<file path="src/rtl/muldiv_sequencer_pkg.sv">
`default_nettype none
// ============================================================================
// Module      : muldiv_sequencer_pkg
// Description : Shared HI/LO unit types: operation encoding, FSM states, width.
//               Optional build macro: MULDIV_FAST_MULT_EN (single-cycle multiply).
// Revision    : 1.0 - initial release
// ============================================================================
package muldiv_sequencer_pkg;

    localparam int DATA_W = 32;

    typedef enum logic [2:0] {
        MULT  = 3'd0,
        MULTU = 3'd1,
        DIV   = 3'd2,
        DIVU  = 3'd3,
        MTHI  = 3'd4,
        MTLO  = 3'd5
    } muldiv_op_t;

    typedef enum logic [1:0] {
        IDLE  = 2'd0,
        RUN   = 2'd1,
        FIXUP = 2'd2
    } muldiv_state_t;

    // Decoder-side selector for MFHI/MFLO reads.
    typedef enum logic [1:0] {
        HILO_NONE = 2'd0,
        HILO_HI   = 2'd1,
        HILO_LO   = 2'd2
    } hilo_read_t;

    function automatic logic is_long_op(input muldiv_op_t op);
        return (op == MULT) || (op == MULTU) || (op == DIV) || (op == DIVU);
    endfunction

    function automatic logic is_muldiv_op(input muldiv_op_t op);
        return is_long_op(op) || (op == MTHI) || (op == MTLO);
    endfunction

endpackage
`default_nettype wire

</file>
<file path="src/rtl/muldiv_iter_core.sv">
`default_nettype none
// ============================================================================
// Module      : muldiv_iter_core
// Description : 64-bit accumulator with one-bit-per-cycle shift-add multiply
//               and restoring divide step.
// Revision    : 1.0 - initial release
// ============================================================================
module muldiv_iter_core
    import muldiv_sequencer_pkg::*;
(
    input  logic                clk,
    input  logic                rst_n,
    input  logic                load,
    input  logic                step,
    input  logic                div_mode,
    input  logic [DATA_W-1:0]   load_operand,
    input  logic [2*DATA_W-1:0] load_acc,
    output logic [2*DATA_W-1:0] acc
);

    logic [2*DATA_W-1:0] r_acc;
    logic [DATA_W-1:0]   r_operand;
    logic                r_div_mode;

    logic [DATA_W:0]     w_mul_sum;
    logic [2*DATA_W:0]   w_shift;
    logic [DATA_W+1:0]   w_diff;
    logic                w_neg;
    logic [2*DATA_W-1:0] w_next;

    // Multiply: {hi,lo} holds {partial, multiplier}. Divide: {remainder, dividend/quotient}.
    always_comb begin
        w_mul_sum = {1'b0, r_acc[2*DATA_W-1:DATA_W]} + (r_acc[0] ? {1'b0, r_operand} : '0);
        w_shift   = {r_acc, 1'b0};
        w_diff    = {1'b0, w_shift[2*DATA_W:DATA_W]} - {2'b00, r_operand};
        w_neg     = |w_diff[DATA_W+1:DATA_W];
        if (r_div_mode) begin
            w_next = w_neg ? w_shift[2*DATA_W-1:0]
                           : {w_diff[DATA_W-1:0], w_shift[DATA_W-1:1], 1'b1};
        end else begin
            w_next = {w_mul_sum, r_acc[DATA_W-1:1]};
        end
    end

    always_ff @(posedge clk or negedge rst_n) begin
        if (!rst_n) begin
            r_acc      <= '0;
            r_operand  <= '0;
            r_div_mode <= 1'b0;
        end else if (load) begin
            r_acc      <= load_acc;
            r_operand  <= load_operand;
            r_div_mode <= div_mode;
        end else if (step) begin
            r_acc      <= w_next;
        end
    end

    assign acc = r_acc;

endmodule
`default_nettype wire

</file>
<file path="src/rtl/muldiv_sequencer.sv">
`default_nettype none
// ============================================================================
// Module      : muldiv_sequencer
// Description : HI/LO multiply/divide sequencer with pipeline stall/flush.
//               Build macro MULDIV_FAST_MULT_EN selects single-cycle multiply.
// Revision    : 1.0 - initial release
// ============================================================================
module muldiv_sequencer
    import muldiv_sequencer_pkg::*;
(
    input  logic              clk,
    input  logic              rst_n,
    input  logic              start,
    input  muldiv_op_t        op,
    input  logic [DATA_W-1:0] opa,
    input  logic [DATA_W-1:0] opb,
    input  logic              read_req,
    input  logic              flush,
    output logic [DATA_W-1:0] hi,
    output logic [DATA_W-1:0] lo,
    output logic              busy,
    output logic              stall,
    output logic              done
);

    muldiv_state_t       r_state;
    logic [4:0]          r_count;
    logic [DATA_W-1:0]   r_hi;
    logic [DATA_W-1:0]   r_lo;
    logic [DATA_W-1:0]   r_opa;
    logic                r_busy;
    logic                r_done;
    logic                r_is_div;
    logic                r_div_zero;
    logic                r_neg_lo;
    logic                r_neg_hi;

    logic                w_is_div;
    logic                w_is_signed;
    logic                w_sa;
    logic                w_sb;
    logic [DATA_W-1:0]   w_mag_a;
    logic [DATA_W-1:0]   w_mag_b;
    logic                w_accept;
    logic                w_launch;
    logic                w_step;
    logic                w_stall;
    logic [DATA_W-1:0]   w_load_operand;
    logic [2*DATA_W-1:0] w_load_acc;
    logic [2*DATA_W-1:0] w_acc;
    logic [2*DATA_W-1:0] w_prod;
    logic [DATA_W-1:0]   w_quo;
    logic [DATA_W-1:0]   w_rem;

    always_comb begin
        w_is_div       = (op == DIV) || (op == DIVU);
        w_is_signed    = (op == MULT) || (op == DIV);
        w_sa           = w_is_signed & opa[DATA_W-1];
        w_sb           = w_is_signed & opb[DATA_W-1];
        w_mag_a        = w_sa ? -opa : opa;
        w_mag_b        = w_sb ? -opb : opb;
        w_accept       = (r_state == IDLE) && start && !flush;
        w_launch       = w_accept && is_long_op(op);
        w_step         = (r_state == RUN);
        w_load_operand = w_is_div ? w_mag_b : w_mag_a;
`ifdef MULDIV_FAST_MULT_EN
        w_load_acc     = w_is_div ? {{DATA_W{1'b0}}, w_mag_a}
                                  : {{DATA_W{1'b0}}, w_mag_a} * {{DATA_W{1'b0}}, w_mag_b};
`else
        w_load_acc     = {{DATA_W{1'b0}}, (w_is_div ? w_mag_a : w_mag_b)};
`endif
        w_prod         = r_neg_lo ? -w_acc : w_acc;
        w_quo          = r_neg_lo ? -w_acc[DATA_W-1:0] : w_acc[DATA_W-1:0];
        w_rem          = r_neg_hi ? -w_acc[2*DATA_W-1:DATA_W] : w_acc[2*DATA_W-1:DATA_W];
        // Held in reset so a requester never sees a stall while the unit is down.
        w_stall        = rst_n & ((r_busy & (start | read_req)) |
                                  (!r_busy & start & read_req & is_muldiv_op(op)));
    end

    muldiv_iter_core u_core (
        .clk          (clk),
        .rst_n        (rst_n),
        .load         (w_launch),
        .step         (w_step),
        .div_mode     (w_is_div),
        .load_operand (w_load_operand),
        .load_acc     (w_load_acc),
        .acc          (w_acc)
    );

    always_ff @(posedge clk or negedge rst_n) begin
        if (!rst_n) begin
            r_state    <= IDLE;
            r_count    <= 5'd0;
            r_hi       <= '0;
            r_lo       <= '0;
            r_opa      <= '0;
            r_busy     <= 1'b0;
            r_done     <= 1'b0;
            r_is_div   <= 1'b0;
            r_div_zero <= 1'b0;
            r_neg_lo   <= 1'b0;
            r_neg_hi   <= 1'b0;
        end else begin
            r_done <= 1'b0;
            case (r_state)
                IDLE: begin
                    if (w_accept && (op == MTHI)) begin
                        r_hi <= opa;
                    end else if (w_accept && (op == MTLO)) begin
                        r_lo <= opa;
                    end else if (w_launch) begin
                        r_count    <= 5'd0;
                        r_opa      <= opa;
                        r_is_div   <= w_is_div;
                        r_div_zero <= w_is_div && (opb == '0);
                        r_neg_lo   <= w_sa ^ w_sb;
                        r_neg_hi   <= w_sa;
                        r_busy     <= 1'b1;
`ifdef MULDIV_FAST_MULT_EN
                        r_state    <= w_is_div ? RUN : FIXUP;
`else
                        r_state    <= RUN;
`endif
                    end
                end
                RUN: begin
                    if (flush) begin
                        r_state <= IDLE;
                        r_busy  <= 1'b0;
                    end else begin
                        r_count <= r_count + 5'd1;
                        if (r_count == 5'd31) begin
                            r_state <= FIXUP;
                        end
                    end
                end
                FIXUP: begin
                    r_state <= IDLE;
                    r_busy  <= 1'b0;
                    if (!flush) begin
                        r_done <= 1'b1;
                        if (r_is_div && r_div_zero) begin
                            r_hi <= r_opa;
                            r_lo <= '1;
                        end else if (r_is_div) begin
                            r_hi <= w_rem;
                            r_lo <= w_quo;
                        end else begin
                            {r_hi, r_lo} <= w_prod;
                        end
                    end
                end
                default: begin
                    r_state <= IDLE;
                    r_busy  <= 1'b0;
                end
            endcase
        end
    end

    assign hi    = r_hi;
    assign lo    = r_lo;
    assign busy  = r_busy;
    assign done  = r_done;
    assign stall = w_stall;

endmodule
`default_nettype wire

</file>
<file path="config.mk">
export PLATFORM = sky130hd
export DESIGN_NAME = muldiv_sequencer
export DESIGN_NICKNAME = d
export VERILOG_FILES = /design/src/rtl/muldiv_sequencer_pkg.sv /design/src/rtl/muldiv_iter_core.sv /design/src/rtl/muldiv_sequencer.sv
export SDC_FILE = /design/constraint.sdc
export NUM_CORES = 1
export LEC_CHECK = 0
export BUFFER_PORTS_ARGS = -buffer_cell sky130_fd_sc_hd__buf_2
export CAP_MARGIN = 15
export CORE_UTILIZATION = 56
export DETAILED_ROUTE_END_ITERATION = 16
export PLACE_DENSITY = 0.78
export SLEW_MARGIN = 20
export SYNTH_ARGS = -nofsm -noshare
export SYNTH_HDL_FRONTEND = slang
export SYNTH_SLANG_ARGS = --single-unit
</file>
<file path="constraint.sdc">
create_clock -name clk -period 3.4 [get_ports clk]
set_input_delay 0.17 -clock clk [delete_from_list [all_inputs] [get_ports clk]]
set_output_delay 0.17 -clock clk [all_outputs]
set_load 0.02 [all_outputs]
</file>
# Word level (Yosys, flattened, before mapping)
# Index checks and enable logic that the tools add are counted.
[totals]
regBits = 206
out_inout_bits = 67
word_cells = 121
[op_classes]
addsub = 8
n_eq_ne = 17
n_mux = 41
bitwise = 12
reduce_logical = 29
[ops]
columns = ["op", "n"]
rows = [
  ["32-bit two-way mux", 16],
  ["64-bit two-way mux", 5],
  ["32-bit negation", 4],
  ["32-bit case mux with 2 select lines", 2],
  ["64-bit negation", 1],
  ["33-bit by 32-bit subtractor with 34-bit output", 1],
  ["32-bit by 33-bit adder with 33-bit output", 1],
  ["32-bit logical NOT", 1],
  ["5-bit two-way mux", 4],
  ["4-bit AND reduction", 4],
  ["2-bit two-way mux", 5],
  ["2-bit != test (second input constant)", 5],
  ["5-bit case mux with 2 select lines", 1],
  ["1-bit AND", 7],
  ["1-bit logical AND", 7],
  ["1-bit logical OR", 7],
  ["3-bit by 2-bit == test with 1-bit output (second input constant)", 2],
  ["3-bit == test (second input constant)", 2],
  ["1-bit two-way mux", 6],
  ["2-bit by 1-bit != test with 1-bit output (second input constant)", 3],
  ["2-bit nonzero test", 3],
  ["5-bit by 1-bit adder with 5-bit output (second input constant)", 1],
  ["5-bit == test (second input constant)", 1],
  ["5-bit AND reduction", 1],
  ["14 further kinds", 17],
]

# Depth between registers and ports, before layout
# Gate-level depths: netlist of run 1.
[depth]
depth_word = 9
depth_mapped = 15

# By module
# From an unflattened synthesis of run 1, not the netlist that was laid out.
[hier_totals]
hier_cells = 2187
hier_area_um2 = 17858.4
[by_module_without_submodules]
columns = ["module", "instances", "cells_each", "area_per_inst_um2"]
rows = [
  ["muldiv_sequencer", 1, 1121, 9161.3],
  ["muldiv_iter_core", 1, 1066, 8697.1],
]

# Least setup slack after synthesis of run 1
# No wires, ideal clock.
[synth_path]
kind = "register to register"
startpoint = "register u_core.r_acc[0] (netlist: u_core.acc[0])"
endpoint = "register u_core.r_acc[57] (netlist: u_core.acc[57])"
setup_time_ns = 0.126
arrival_time_ns = 3.066
required_time_ns = 3.274
setup_slack_ns = 0.208
stages_incl_launch_ff = 14
n_path_buf = 1
path_cell_list = "dfrtp_1 -> inv_1 -> clkbuf_1 -> nor2_1 -> ha_1 -> a21o_1 -> a221oi_1 -> a21o_1 -> nand2_1 -> o41ai_2 -> o32ai_1 -> o31a_1 -> xor2_1 -> a221o_1"
[synth_via]
elab_chain_len = 5
[synth_rtl]
columns = ["element", "line_no", "rtl"]
rows = [
  ["start, declared", "muldiv_iter_core.sv:21", "logic [2*DATA_W-1:0] r_acc;"],
  ["start signal, assigned", "muldiv_iter_core.sv:51", "r_acc <= load_acc;"],
  ["start signal, assigned", "muldiv_iter_core.sv:55", "r_acc <= w_next;"],
  ["32-bit two-way mux", "muldiv_iter_core.sv:33", "w_mul_sum = {1'b0, r_acc[2*DATA_W-1:DATA_W]} + (r_acc[0] ? {1'b0, r_operand} : '0);"],
  ["32-bit by 33-bit adder with 33-bit output", "muldiv_iter_core.sv:33", ""],
  ["64-bit two-way mux", "muldiv_iter_core.sv:37", "if (r_div_mode) begin"],
  ["64-bit two-way mux", "muldiv_iter_core.sv:54", "end else if (step) begin"],
  ["64-bit two-way mux", "muldiv_iter_core.sv:50", "end else if (load) begin"],
]
# No other way between the ends. The select of a mux whose other input is x is not followed.
# A chain may end at the register's enable or synchronous reset.

# Worst setup path after layout of run 1
[layout_path]
startpoint = "register u_core.r_acc[23] (netlist: u_core.acc[23])"
endpoint = "register r_hi[12] (netlist: hi[12])"
[layout_via]
elab_chain_len = 6
[layout_rtl]
columns = ["element", "line_no", "rtl"]
rows = [
  ["64-bit negation", "muldiv_sequencer.sv:72", "w_prod = r_neg_lo ? -w_acc : w_acc;"],
  ["64-bit two-way mux", "muldiv_sequencer.sv:72", ""],
  ["32-bit two-way mux", "muldiv_sequencer.sv:146", "end else if (r_is_div) begin"],
  ["32-bit two-way mux", "muldiv_sequencer.sv:143", "if (r_is_div && r_div_zero) begin"],
  ["32-bit two-way mux", "muldiv_sequencer.sv:141", "if (!flush) begin"],
  ["32-bit case mux with 2 select lines", "muldiv_sequencer.sv:106", "case (r_state)"],
  ["end signal, assigned", "muldiv_sequencer.sv:109", "r_hi <= opa;"],
  ["end signal, assigned", "muldiv_sequencer.sv:144", "r_hi <= r_opa;"],
  ["end signal, assigned", "muldiv_sequencer.sv:147", "r_hi <= w_rem;"],
  ["end, declared", "muldiv_sequencer.sv:28", "logic [DATA_W-1:0] r_hi;"],
]
# No other way between the ends. The select of a mux whose other input is x is not followed.

==> impl_summary.md, run 1 <==
Critical path
The maximum fanout encountered on the critical timing path is 15. The startpoint identified for the worst register-to-register timing path is u_core.acc[23]. The worst setup path is of the register to register kind.

The register-to-register setup slack is 50 ps. STA classifies the critical path startpoint as a register. The worst setup path is captured at a register.

Counting cells, the worst reg-to-reg path comes to 10. The critical path arrival is 3770 ps. STA puts the critical path data required time at 3810 ps. The critical path goes through nor4_1 > nor2b_1 > nand4_1 > o21ai_2 > buf_4 > nand2_1 > xnor2_1 > nand2_1 > o21ai_0 > o22ai_1. On the worst path, the slowest cell contributes a delay of 680 ps. The slowest stage cell on the critical path is sky130_fd_sc_hd__nor4_1.

The capture point of the worst reg-to-reg path is hi[12]. The cell type with the highest occurrence count on the critical path is sky130_fd_sc_hd__nand2_1.

Flow run
The number of violations of the max-capacitance limit is 0.

Clock network
The cell sitting at the root of the clock tree is a sky130_fd_sc_hd__clkbuf_16. The maximum clock insertion buffer count is 3. The clock input transition at the sequential cells of the worst setup and hold paths is around 60 ps. In this run the number of H-tree levels came out at 1. The number of buffers added by the clock tree synthesis step is 25. Clock tree synthesis found a total of 206 sinks. The TritonCTS clock tree is built. The clock latency at the later pin of the worst-skew pair is 540 ps.

Place
The post-DP HPWL is ~47000 um. Routability-driven placement finished with a final weighted congestion of approximately 1. After detailed placement, the total cell area comes to 17900 sq um. The worst setup timing slack at the placement stage is 46.7 ps.

The number of buffer cells added on primary ports is roughly 140.

Pwr
The internal portion of the total power is slightly above 8000 uW. The worst-case IR drop observed on VDD is 0.000489 V. The total leakage power is 0.00865 uW. Of the total power, the clock network draws 17.2%.

Net switching is 47.3% of the power. For this design the total switching power over the nets is 7260 uW. In this run, the combinational gates consume between 50% and 60% of the power. The areal power density over the cells is roughly 800 nW/um^2. Per report_power, the sequential group accounts for 25.4% of the total. The total power is about 15000 uW.

Route
In the routed design, unresolved DRC markers number 0. Using the TritonRoute via totals, the vias-per-cell ratio works out to 6.68. The iteration count of the initial detailed-routing pass is 8. The routed length per placed instance is 23.4 um.

After the first detailed-routing iteration, the DRC count stood at 2392. The final route contains 17800 vias. The overall routed net length is approximately 62000 um.

Routed signal wires occupy layers up through met4. The antenna violation net count after detailed routing is 0. The wire length the detailed router placed on met1 is 24800 um. The routed wire length on met2 is approximately 26000 um. The met3 wire length is 8420 um.

Finish
After routing the design area is 19100 sq um. The area growth from synthesis to layout is 15.1%. The antenna cell count is 0. The net count reported at finish is 2413.

The fraction of final layout cells sized beyond drive strength 1 is 13.2%.

Yosys
The async set-or-reset flop fraction in the synthesized netlist is 100%. In this run, synthesis inferred 0 flip-flops with an integrated enable. The Yosys warning count is 0. The mean post-synth cell area is approximately 7.8 sq um.

The total standard cell area after synthesis is approximately 17000 sq um. Synthesis produced a netlist whose cell count is 2135. The post-synthesis register bit count is about 200. The synthesized netlist contains 83 unique library cells. The most used flip-flop cell after synthesis is sky130_fd_sc_hd__dfrtp_1.

The synthesized net count is 2279. The register area share after synthesis is 31.1%.

GRT
The total routing resource utilization after global routing is slightly above 40%. The pin count of the biggest net entering global routing is 113. Summed over all layers, the global routing overflow is 0. The wire length of the first global-routing pass is 94700 um. The initial antenna violation count is 1.

The via count of the first global-routing pass is 16200.

STA
The actual transition at the worst max-transition pin is 1140 ps. In this run the tightest slew margin relative to its limit is 24.2%. The post-layout minimum cycle time is 3350 ps. For the final routed database, the setup TNS stands at 0 ps. The total setup violations reported at the end of the flow is 0. On the final layout, the worst clock skew is 25.5 ps.

Setup repair after global routing could not meet its margin everywhere. Across all setup checks in the final design, the least slack found is 48.9 ps. The number of hold violations in the final report was 0. The total count of max-transition violations in the final report is 0. The period utilization is roughly 100%.

Based on the critical path, the design can be clocked at up to a little under 300 MHz. The worst hold slack after final layout is approximately 15 ps.

Min path
The startpoint identified for the worst hold timing path is opb[31]. The endpoint of the worst hold path is u_core.r_operand[31]. The instance count along the most critical hold path is 3. The tightest min-delay check is of the input port to register type.

Floorplan
The die height is 174 um. The effective utilization at floorplan is 57.3%. The die is 174 um wide. The die outline area is 30300 sq um. 139 I/O pins were placed.

The floorplan step defined a core boundary enclosing roughly 29000 sq um. The number of cell rows is 62.

Status
The run finished with clean final reports.
[routing by layer]
layer  up-vias  global-route usage, %
li1       7910                      -
met1      8483                   56.0
met2      1238                   58.4
met3       195                   10.4
met4         0                   19.8
met5         -                      0
[flip-flops by register name, indices dropped and copies added, names as in the netlist, 2 cells and up]
signal and count:
r_opa 32, u_core.r_operand 32, hi 32, r_count 5
lo 32, u_core.acc 64, r_state 2
[power groups by stage]
| stage | Combinational (uW) | Sequential [uW] | Clock [uW] |
|---|---|---|---|
| global placement | 8200 | 3830 | 0 |
| global route | 9470 | 3940 | 2730 |
| floorplan | 5560 | 3910 | 0 |
| finish | 8810 | 3900 | 2640 |
| CTS | 8410 | 3830 | 2650 |
| detailed placement | 8330 | 3870 | 0 |
[worst max-delay path, delay by kind of cell, from the launching register on]
family                    cells  cell delay, ps
xor gates and xnor gates      1             480
buffers and inverters         1             230
and+or+nand+nor               5            1580
DFF                           1             470
AOI/OAI and AO/OA             3             470
[cells by family (layout without fill, tap and decap cells)]
group	Yosys count	count (layout)	synth area share, %
xor gates and xnor gates	172	172	9.08
adders and majority gates	72	72	5.52
buffers and inverters	205	355	4.87
and+or+nand+nor	737	737	20.2
DFF	206	206	31.1
AOI/OAI and AO/OA	674	674	25.1
muxes	69	69	4.20
[cells in the final DEF (no fill, tap or decap), types with 11 or more instances in the layout]
| cell type | n |
|---|---|
| sky130_fd_sc_hd__o211ai_1 | 32 |
| sky130_fd_sc_hd__nand2b_1 | 21 |
| sky130_fd_sc_hd__mux2i_1 | 64 |
| sky130_fd_sc_hd__o21ai_0 | 202 |
| sky130_fd_sc_hd__nand4_1 | 15 |
| sky130_fd_sc_hd__nor4_1 | 16 |
| sky130_fd_sc_hd__and3_1 | 17 |
| sky130_fd_sc_hd__or3_1 | 25 |
| sky130_fd_sc_hd__a211oi_1 | 11 |
| sky130_fd_sc_hd__a22oi_1 | 23 |
| sky130_fd_sc_hd__o31ai_1 | 21 |
| sky130_fd_sc_hd__ha_1 | 70 |
| sky130_fd_sc_hd__nand3_1 | 32 |
| sky130_fd_sc_hd__a21o_1 | 26 |
| sky130_fd_sc_hd__clkbuf_16 | 26 |
| sky130_fd_sc_hd__inv_1 | 64 |
| sky130_fd_sc_hd__a31oi_1 | 22 |
| sky130_fd_sc_hd__nand2_1 | 295 |
| sky130_fd_sc_hd__a221oi_1 | 12 |
| sky130_fd_sc_hd__o22ai_1 | 37 |
| sky130_fd_sc_hd__nor3_1 | 39 |
| sky130_fd_sc_hd__a21oi_1 | 181 |
| sky130_fd_sc_hd__nor2_1 | 206 |
| sky130_fd_sc_hd__xnor2_1 | 102 |
| sky130_fd_sc_hd__dlygate4sd3_1 | 29 |
| sky130_fd_sc_hd__xor2_1 | 69 |
| sky130_fd_sc_hd__buf_2 | 136 |
| sky130_fd_sc_hd__dfrtp_1 | 205 |
| sky130_fd_sc_hd__buf_4 | 76 |
[final cells by class]
class	instances	area, sq um
multi-input combinational	1724	10800
tap	384	480
timing repair buffer	247	1660
sequential	206	5160
inverter	65	244
clock buffer	38	734
clock inverter	5	61.3
fill	2477	9840
[repair_timing]
action,CTS,global route
gates resized for setup,0,20
hold buffers,29,0
endpoints found under the setup margin,0,34
buffers inserted,0,1
endpoints found under the hold margin,108,0
[through the flow]
stage / cells / utilization [%]
finish: 2669 / 66.0
global route: 2669 / 66.0
CTS: 2667 / 65.6
detailed placement: 2595 / 61.8
global placement: 2595 / 61.8
floorplan: 2135 / -
[how the worst max path moves through the flow]
stage / start / endpoint / slack, ps / depth (start not counted)
3_3_place_gp: u_core.acc[31] / u_core.acc[32] / 70 / 14
2_1_floorplan: u_core.acc[0] / u_core.acc[57] / 210 / 13
6_report: u_core.acc[23] / hi[12] / 50 / 10
4_1_cts: u_core.acc[31] / u_core.acc[32] / 20 / 14
3_5_place_dp: u_core.acc[31] / u_core.acc[32] / 50 / 14
5_1_grt: u_core.acc[31] / u_core.acc[32] / -50 / 14
[cell usage after synthesis (all sizes together), types with 32 or more instances]
| cell type | count | share of area (%) |
|---|---|---|
| mux2i | 64 | 3.9 |
| o211ai | 32 | 1.4 |
| dfrtp | 206 | 31 |
| o21ai | 206 | 6.3 |
| nand3 | 33 | 1.0 |
| nand2 | 295 | 6.7 |
| o22ai | 37 | 1.4 |
| a21oi | 186 | 5.6 |
| clkbuf | 118 | 2.7 |
| nor3 | 40 | 1.2 |
| xnor2 | 102 | 5.4 |
| xor2 | 70 | 3.7 |
| nor2 | 208 | 4.7 |
| ha | 70 | 5.3 |
| inv | 64 | 1.4 |
Note: power is estimated with default switching activity, not from simulation.
==> inputs of run 2 (changes only) <==
- CORE_ASPECT_RATIO: default -> 1.5
- CTS_BUF_LIST: default -> sky130_fd_sc_hd__clkbuf_16
==> impl_summary.md, run 2 (same netlist as run 1, synthesis figures left out) <==
Pwr
VDD sags by at most between 0.0004 and 0.0005 V. The areal power density over the cells is 800 nW/um^2. For this design the static power due to leakage is 0.00887 uW.

Critical path
The capture point of the worst reg-to-reg path is u_core.acc[56]. The maximum fanout encountered on the critical timing path is 7. The worst setup path is captured at a register. In this run the worst setup path terminates at u_core.acc[56]. The cell family contributing the most delay on the critical path is compound AO/OA/AOI/OAI gates. Walking the worst path, the cells encountered are inv_1 > buf_4 > nor2_1 > ha_1 > a21o_1 > nor3_2 > o21ai_0 > a21oi_1 > buf_4 > o31ai_1 > a41o_1 > a21oi_1 > xnor2_1 > a221o_1. Counting cells, the worst reg-to-reg path comes to 14. The count of cell instances traversed by the critical path is 14.

Counting both buffers and inverters, the worst setup path holds a total of 3. STA puts the critical path data arrival time at between 3000 and 4000 ps. The worst register-to-register path has a setup slack of 80 ps. The worst setup path is of the register to register kind. The worst register-to-register path begins at u_core.acc[0]. The endpoint required time on the critical path is 3820 ps.

The largest stage delay on the critical path is 440 ps. The largest individual stage delay along the critical path comes from the cell sky130_fd_sc_hd__dfrtp_2. The launching element type of the critical path is a register.

The startpoint of the worst setup timing path is u_core.acc[0].

STA
The worst max-slew margin expressed relative to the limit is 27.9%. Clock skew on the completed layout was measured at 17.7 ps. The number of hold violations in the final report is 0. Setup repair after global routing left no endpoint under its margin. The total count of max-transition violations in the final report is 0. The actual transition at the worst max-transition pin is 1080 ps. Of the available clock period, the critical path in the final layout requires between 90 and 100%. Setup violations remaining at the end of the flow were counted as 0. Adding up every negative setup slack in the final design gives 0 ps. Derived from the worst setup path, the maximum achievable clock frequency is 301 MHz. The post-layout minimum cycle time is 3320 ps.

Finish
The share of the core filled with cells is around two thirds. The growth of design area from synthesis to finish is 17.3%. The most frequent standard cell in the layout excluding fill and tap cells is sky130_fd_sc_hd__nand2_1.

The net count reported at finish is 2461. Leaving out fill and tap cells, the most frequent cells in the layout are 295 x sky130_fd_sc_hd__nand2_1, 206 x sky130_fd_sc_hd__nor2_1, 204 x sky130_fd_sc_hd__dfrtp_1. In the final layout, the multi-input gates occupy 10800 sq um.

The number of standard cells in the layout, taps in and fillers out is about 2700. Across the whole layout, storage elements account for 5160 sq um. The number of flip-flops in the largest register is 64. The fraction of final layout cells sized beyond drive strength 1 is 14.9%.

After filler insertion, the fill cell instance count of the layout stands at 2493. After routing the design area is 19500 sq um.

GRT
Entering global routing, the biggest net connects 108 pins. Global routing consumed, over all layers together, 42.8% of the routing resources. The first global-routing pass estimated slightly below 100000 um of wire. The sum of overflow across all layers after global routing is 0. The initial antenna violation count came to 3.

The via count of the first global-routing pass is 17200.

Floorplan
The floorplan step set the die width to 143 um. The core region is 28900 sq um. Row generation in the floorplan step produced 76 rows.

The boundary pin count is 139. The die height is 213 um. The die outline area is 30300 sq um. The initial utilization of the core area, before any placement, comes to 57.4%.

Place
The post-DP HPWL is between 40000 and 50000 um. In this run the tool buffered the top-level ports with 138 buffer cells. After detailed placement, the total cell area comes to between 15000 and 20000 sq um. The cell total after placement is 2648. The final RePlAce weighted congestion is ~1.0.

Route
The overall routed net length is 63800 um. Dividing the detail-routed via count by the number of cells gives 6.54. The first detailed-routing pass ran for 5 iterations. The routed length per placed instance is 23.5 um. The number of design-rule violations left by the first detailed-router iteration is 1793. The detailed-route via count is 17800.

For this run, design rule violations remaining after detail routing come to 0. The detail route stage leaves a number of antenna-violating nets equal to 0.

Clock network
The H-tree depth reported by CTS is 1. The clock tree root buffer cell is sky130_fd_sc_hd__clkbuf_16. The number of buffers added by the clock tree synthesis step is 22. The clock latency at the later pin of the worst-skew pair is ~540 ps.

The clock input transition at the sequential cells of the worst setup and hold paths is roughly 60 ps. TritonCTS built the clock tree. The maximum clock insertion buffer count is 3. Clock tree synthesis found a total of slightly above 200 sinks.

Flow run
The number of violations of the max-capacitance limit is 0.

Status
The flow ran to the end, and the final reports show no timing, DRC or antenna violations.

Min path
The class of the tightest hold or removal check is input port to register.
[run 2: how the worst min path moves through the flow]
stage	cells past startpoint	slack (ps)	startpoint	endpoint
finish	3	70	opa[0]	r_opa[0]
global route	3	90	opa[0]	r_opa[0]
CTS	3	40	opa[0]	r_opa[0]
detailed placement	1	200	rst_n	lo[12]
global placement	1	200	rst_n	lo[12]
floorplan	0	-130	rst_n	busy
[run 2: worst register-to-register path: cells and delay by family (launching register included)]
| kind | cells | cell delay, ps |
|---|---|---|
| flops | 1 | 440 |
| compound gates | 7 | 1520 |
| buf+inv | 3 | 520 |
| fa+ha+maj | 1 | 330 |
| simple gates | 2 | 320 |
| xor+xnor | 1 | 80 |
[run 2: area by class of cell]
cell class / count / share of cell area [%]
clock buffers: 23 / 2.96
multi-input cells: 1724 / 55.4
clock inverters: 15 / 0.746
inverters: 65 / 1.25
diodes: 1 / 0.0129
well taps: 390 / 2.51
repair buffers: 298 / 10.6
flip-flops and latches: 206 / 26.5
[run 2: metal layers]
| layer | wire (um) | track usage (%) | vias to the layer above |
|---|---|---|---|
| met5 | 27 | 0 | - |
| met4 | 6530 | 38.0 | 4 |
| met3 | 4820 | 7.11 | 331 |
| met2 | 30100 | 70.6 | 1011 |
| met1 | 22400 | 47.7 | 8435 |
| li1 | - | - | 8022 |
[run 2: repair_timing]
item	4_1_cts	5_1_grt
setup buffers	0	1
pin swaps	0	3
resized for setup	2	30
setup endpoints to repair	5	31
hold buffers	34	0
cloned	0	0
hold endpoints to repair	100	0
[run 2: power by group]
group / internal, uW / total [uW] / switching [uW]
combinational: 3700 / 9120 / 5420
clock: 1440 / 2520 / 1070
sequential: 3110 / 3930 / 817
total: 8260 / 15600 / 7310
[run 2: stage by stage]
| step | total power [uW] | setup slack, ps | hold slack [ps] |
|---|---|---|---|
| floorplan | 9470 | 208 | -126 |
| global placement | 12500 | 27.9 | 204 |
| detailed placement | 12600 | -24.1 | 203 |
| CTS | 15200 | 25.8 | 44.7 |
| global route | 16400 | 2.91 | 87.1 |
| finish | 15600 | 76.2 | 65.5 |
==> inputs of run 3 (changes only) <==
--- a/config.mk
+++ b/config.mk
@@ -10,2 +10,3 @@
 export CORE_ASPECT_RATIO = 1.5
+export CORE_MARGIN = 3
 export CORE_UTILIZATION = 56
@@ -14,2 +15,3 @@
 export PLACE_DENSITY = 0.78
+export SKIP_LAST_GASP = 1
 export SLEW_MARGIN = 20
--- a/constraint.sdc
+++ b/constraint.sdc
@@ -3,2 +3,2 @@
 set_output_delay 0.17 -clock clk [all_outputs]
-set_load 0.02 [all_outputs]
+set_load 0.05 [all_outputs]
==> impl_summary.md, run 3 (same netlist as run 1, synthesis figures left out) <==
Finish
Leaving out fill and tap cells, the most frequent cells in the layout are 294 x sky130_fd_sc_hd__nand2_1, 206 x sky130_fd_sc_hd__nor2_1, 205 x sky130_fd_sc_hd__dfrtp_1. The net count reported at finish is 2456. After the flow finishes, the layout carries non-filler instances totaling 2719.

Of the cells placed in the final design, the portion with a size suffix greater than 1 is 15.1%. Relative to the synthesized area, the layout overhead comes to 17.5%. The number of flip-flops in the largest register is 64. Leaving out fill and tap cells, the most frequent cell in the layout is sky130_fd_sc_hd__nand2_1.

The antenna cell count is 0.

Pwr
IR analysis of the VDD net gives a maximum drop of 0.000514 V. Of the total power, the share spent switching nets is 47.9%. Dividing total power by cell area gives a power density of 824 nW/um^2. Combinational logic is responsible for 59.0% of the overall power. The internal power summed over all cells is 8370 uW. The share of total power in sequential cells is between 20% and 30%. Summed over all nets, the switching power comes to a little under 8000 uW.

The clock network fraction of design power is 16.7%. The total leakage power is roughly 0.0089 uW.

Place
The number of buffer cells added on primary ports is 138. After legalization and detailed placement, the total HPWL measured 47500 um. Prior to clock tree synthesis, the placed netlist has a worst setup slack of 39.5 ps. The final RePlAce weighted congestion is between 1 and 1.5.

Once placement completed, the tool counted placed cells totaling 2642.

Floorplan
The floorplan step set the die height to about 220 um. The width of the die is 147 um. The boundary pin count is 139. The core area is 29000 sq um. The number of cell rows is 76. The die outline area is between 30000 and 40000 sq um. Once the floorplan was initialized, standard cells occupied roughly 57% of the core.

STA
The number of hold violations in the final report is 0. Setup repair after global routing could not meet its margin everywhere. The total setup violations reported at the end of the flow is 0. Adding up every negative setup slack in the final design gives 0 ps.

The worst max-slew margin expressed relative to the limit is 36.2%. Based on the critical path, the design can be clocked at up to ~300 MHz. On the final layout, the worst clock skew is 22.8 ps. The total count of max-transition violations in the final report is 0. The actual transition at the worst max-transition pin is 955 ps. Setup slack on the critical path of the routed design comes to 40.5 ps. The worst path in the final design needs a cycle of 3360 ps, including I/O delays and setup. The period utilization is 98.8%.

Critical path
At the worst endpoint, the required time is 3860 ps. The worst setup path is launched from a register. The critical path arrival is between 3000 and 4000 ps. Walking the worst path, the cells encountered are ha_1 > a211o_1 > a211oi_1 > o211ai_1 > a21oi_1 > buf_4 > o21ai_2 > xor2_2 > buf_4 > nand3_1 > buf_4 > a221o_1 > a31oi_1. Along the worst path, the maximum fanout reaches 6. The largest individual stage delay along the critical path comes from the cell sky130_fd_sc_hd__dfrtp_1.

In this run the critical register-to-register path is launched from u_core.acc[42]. The startpoint of the worst setup timing path is u_core.acc[42]. In this design, the stage delay of the slowest critical-path cell is 510 ps. The worst setup path is of the register to register kind. In this run the register-to-register setup slack is 40 ps. The cell type with the highest occurrence count on the critical path is sky130_fd_sc_hd__buf_4. STA classifies the critical path endpoint as a register. The count of cells along the worst register-to-register path is 13.

Clock network
TritonCTS built the clock tree. The maximum clock insertion buffer count is 3. The clock tree root buffer cell is sky130_fd_sc_hd__clkbuf_16.

In this run, CTS created clock tree buffers numbering 23. The clock input transition at the sequential cells of the worst setup and hold paths is 60 ps. The clock latency at the later pin of the worst-skew pair is 560 ps.

The tree built by TritonCTS fans out to 206 sinks. The H-tree depth reported by CTS is 1.

GRT
The pin count of the biggest net entering global routing is 108. The via count of the first global-routing pass is 17300. The wire length of the first global-routing pass is 97400 um. The sum of overflow across all layers after global routing is 0. In the global route stage, overall resource usage came out at 38.8%.

The initial antenna violation count is 0.

Min path
The startpoint identified for the worst hold timing path is opa[1]. The instance count along the most critical hold path is 3. The min-delay analysis places its worst path in the category input port to register.

Route
The overall routed net length is 63900 um. The remaining design rule violation count is 0. The count of nets left with antenna violations once routing finished came out at 0. The iteration count of the initial detailed-routing pass is 6. The first routing iteration left 1745 violations. The routed length per placed instance is between 20 and 25 um. After detailed routing, the number of vias per cell comes to 6.59. Detailed routing inserted a total of 17900 vias.

Flow run
The number of violations of the max-capacitance limit is 0.

Status
The flow ran to the end, and the final reports show no timing, DRC or antenna violations.
[run 3: worst paths after layout]
kind | endpoint
worst min register to register | r_opa[12]
min in group asynchronous | r_count[3]
worst max register to register | u_core.acc[63]
worst max-delay path | u_core.acc[63]
max in group asynchronous | u_core.acc[36]
worst min-delay path | r_opa[1]
[run 3: stage by stage]
stage / instance area, sq um / util, % / hold WS (ps) / total power, uW
floorplan: 16600 / - / -126 / 9870
global placement: 18200 / 62.8 / 249 / 12700
detailed placement: 18200 / 62.8 / 254 / 12900
CTS: 19300 / 66.7 / 23.3 / 15700
global route: 19500 / 67.2 / 46.4 / 16900
finish: 19500 / 67.2 / 43.5 / 16100
[run 3: layer usage]
| metal | GRT usage, % | up-vias | wire, um |
|---|---|---|---|
| met5 | 0 | - | 0 |
| met4 | 30.6 | 0 | 6170 |
| met3 | 5.31 | 334 | 5100 |
| met2 | 66.0 | 1057 | 30600 |
| met1 | 43.7 | 8543 | 22100 |
| li1 | - | 7994 | - |
[run 3: final cells by class]
class                           count  area (sq um)
Sequential cell                   206          5160
Timing Repair Buffer              292          2030
Clock buffer                       23           576
Clock inverter                     19           208
Multi-Input combinational cell   1724         10800
Inverter                           65           244
Fill cell                        2408          9500
Tap cell                          390           488
[run 3: critical path, delay by kind of cell (launching register included)]
family,cells,cell delay (ps)
flip-flops,1,510
adder cells (fa/ha/maj),1,440
buffers and inverters,3,490
AND/OR/NAND/NOR,1,100
XOR/XNOR,1,180
AO/OA/AOI/OAI,7,1540
[run 3: what timing repair did]
item	CTS	global route
buffers inserted	0	2
cloned	0	0
endpoints found under the hold margin	111	0
hold buffers	33	0
resized for setup	1	33
endpoints found under the setup margin	3	31
pin swaps	1	4
[run 3: power by group through the flow]
stage	registers, uW	logic, uW	clock network, uW
after CTS	3850	9130	2690
after floorplan	4300	5560	0
after global routing	3950	10100	2790
after detailed placement	3890	9000	0
final	3920	9470	2680
after global placement	3870	8880	0
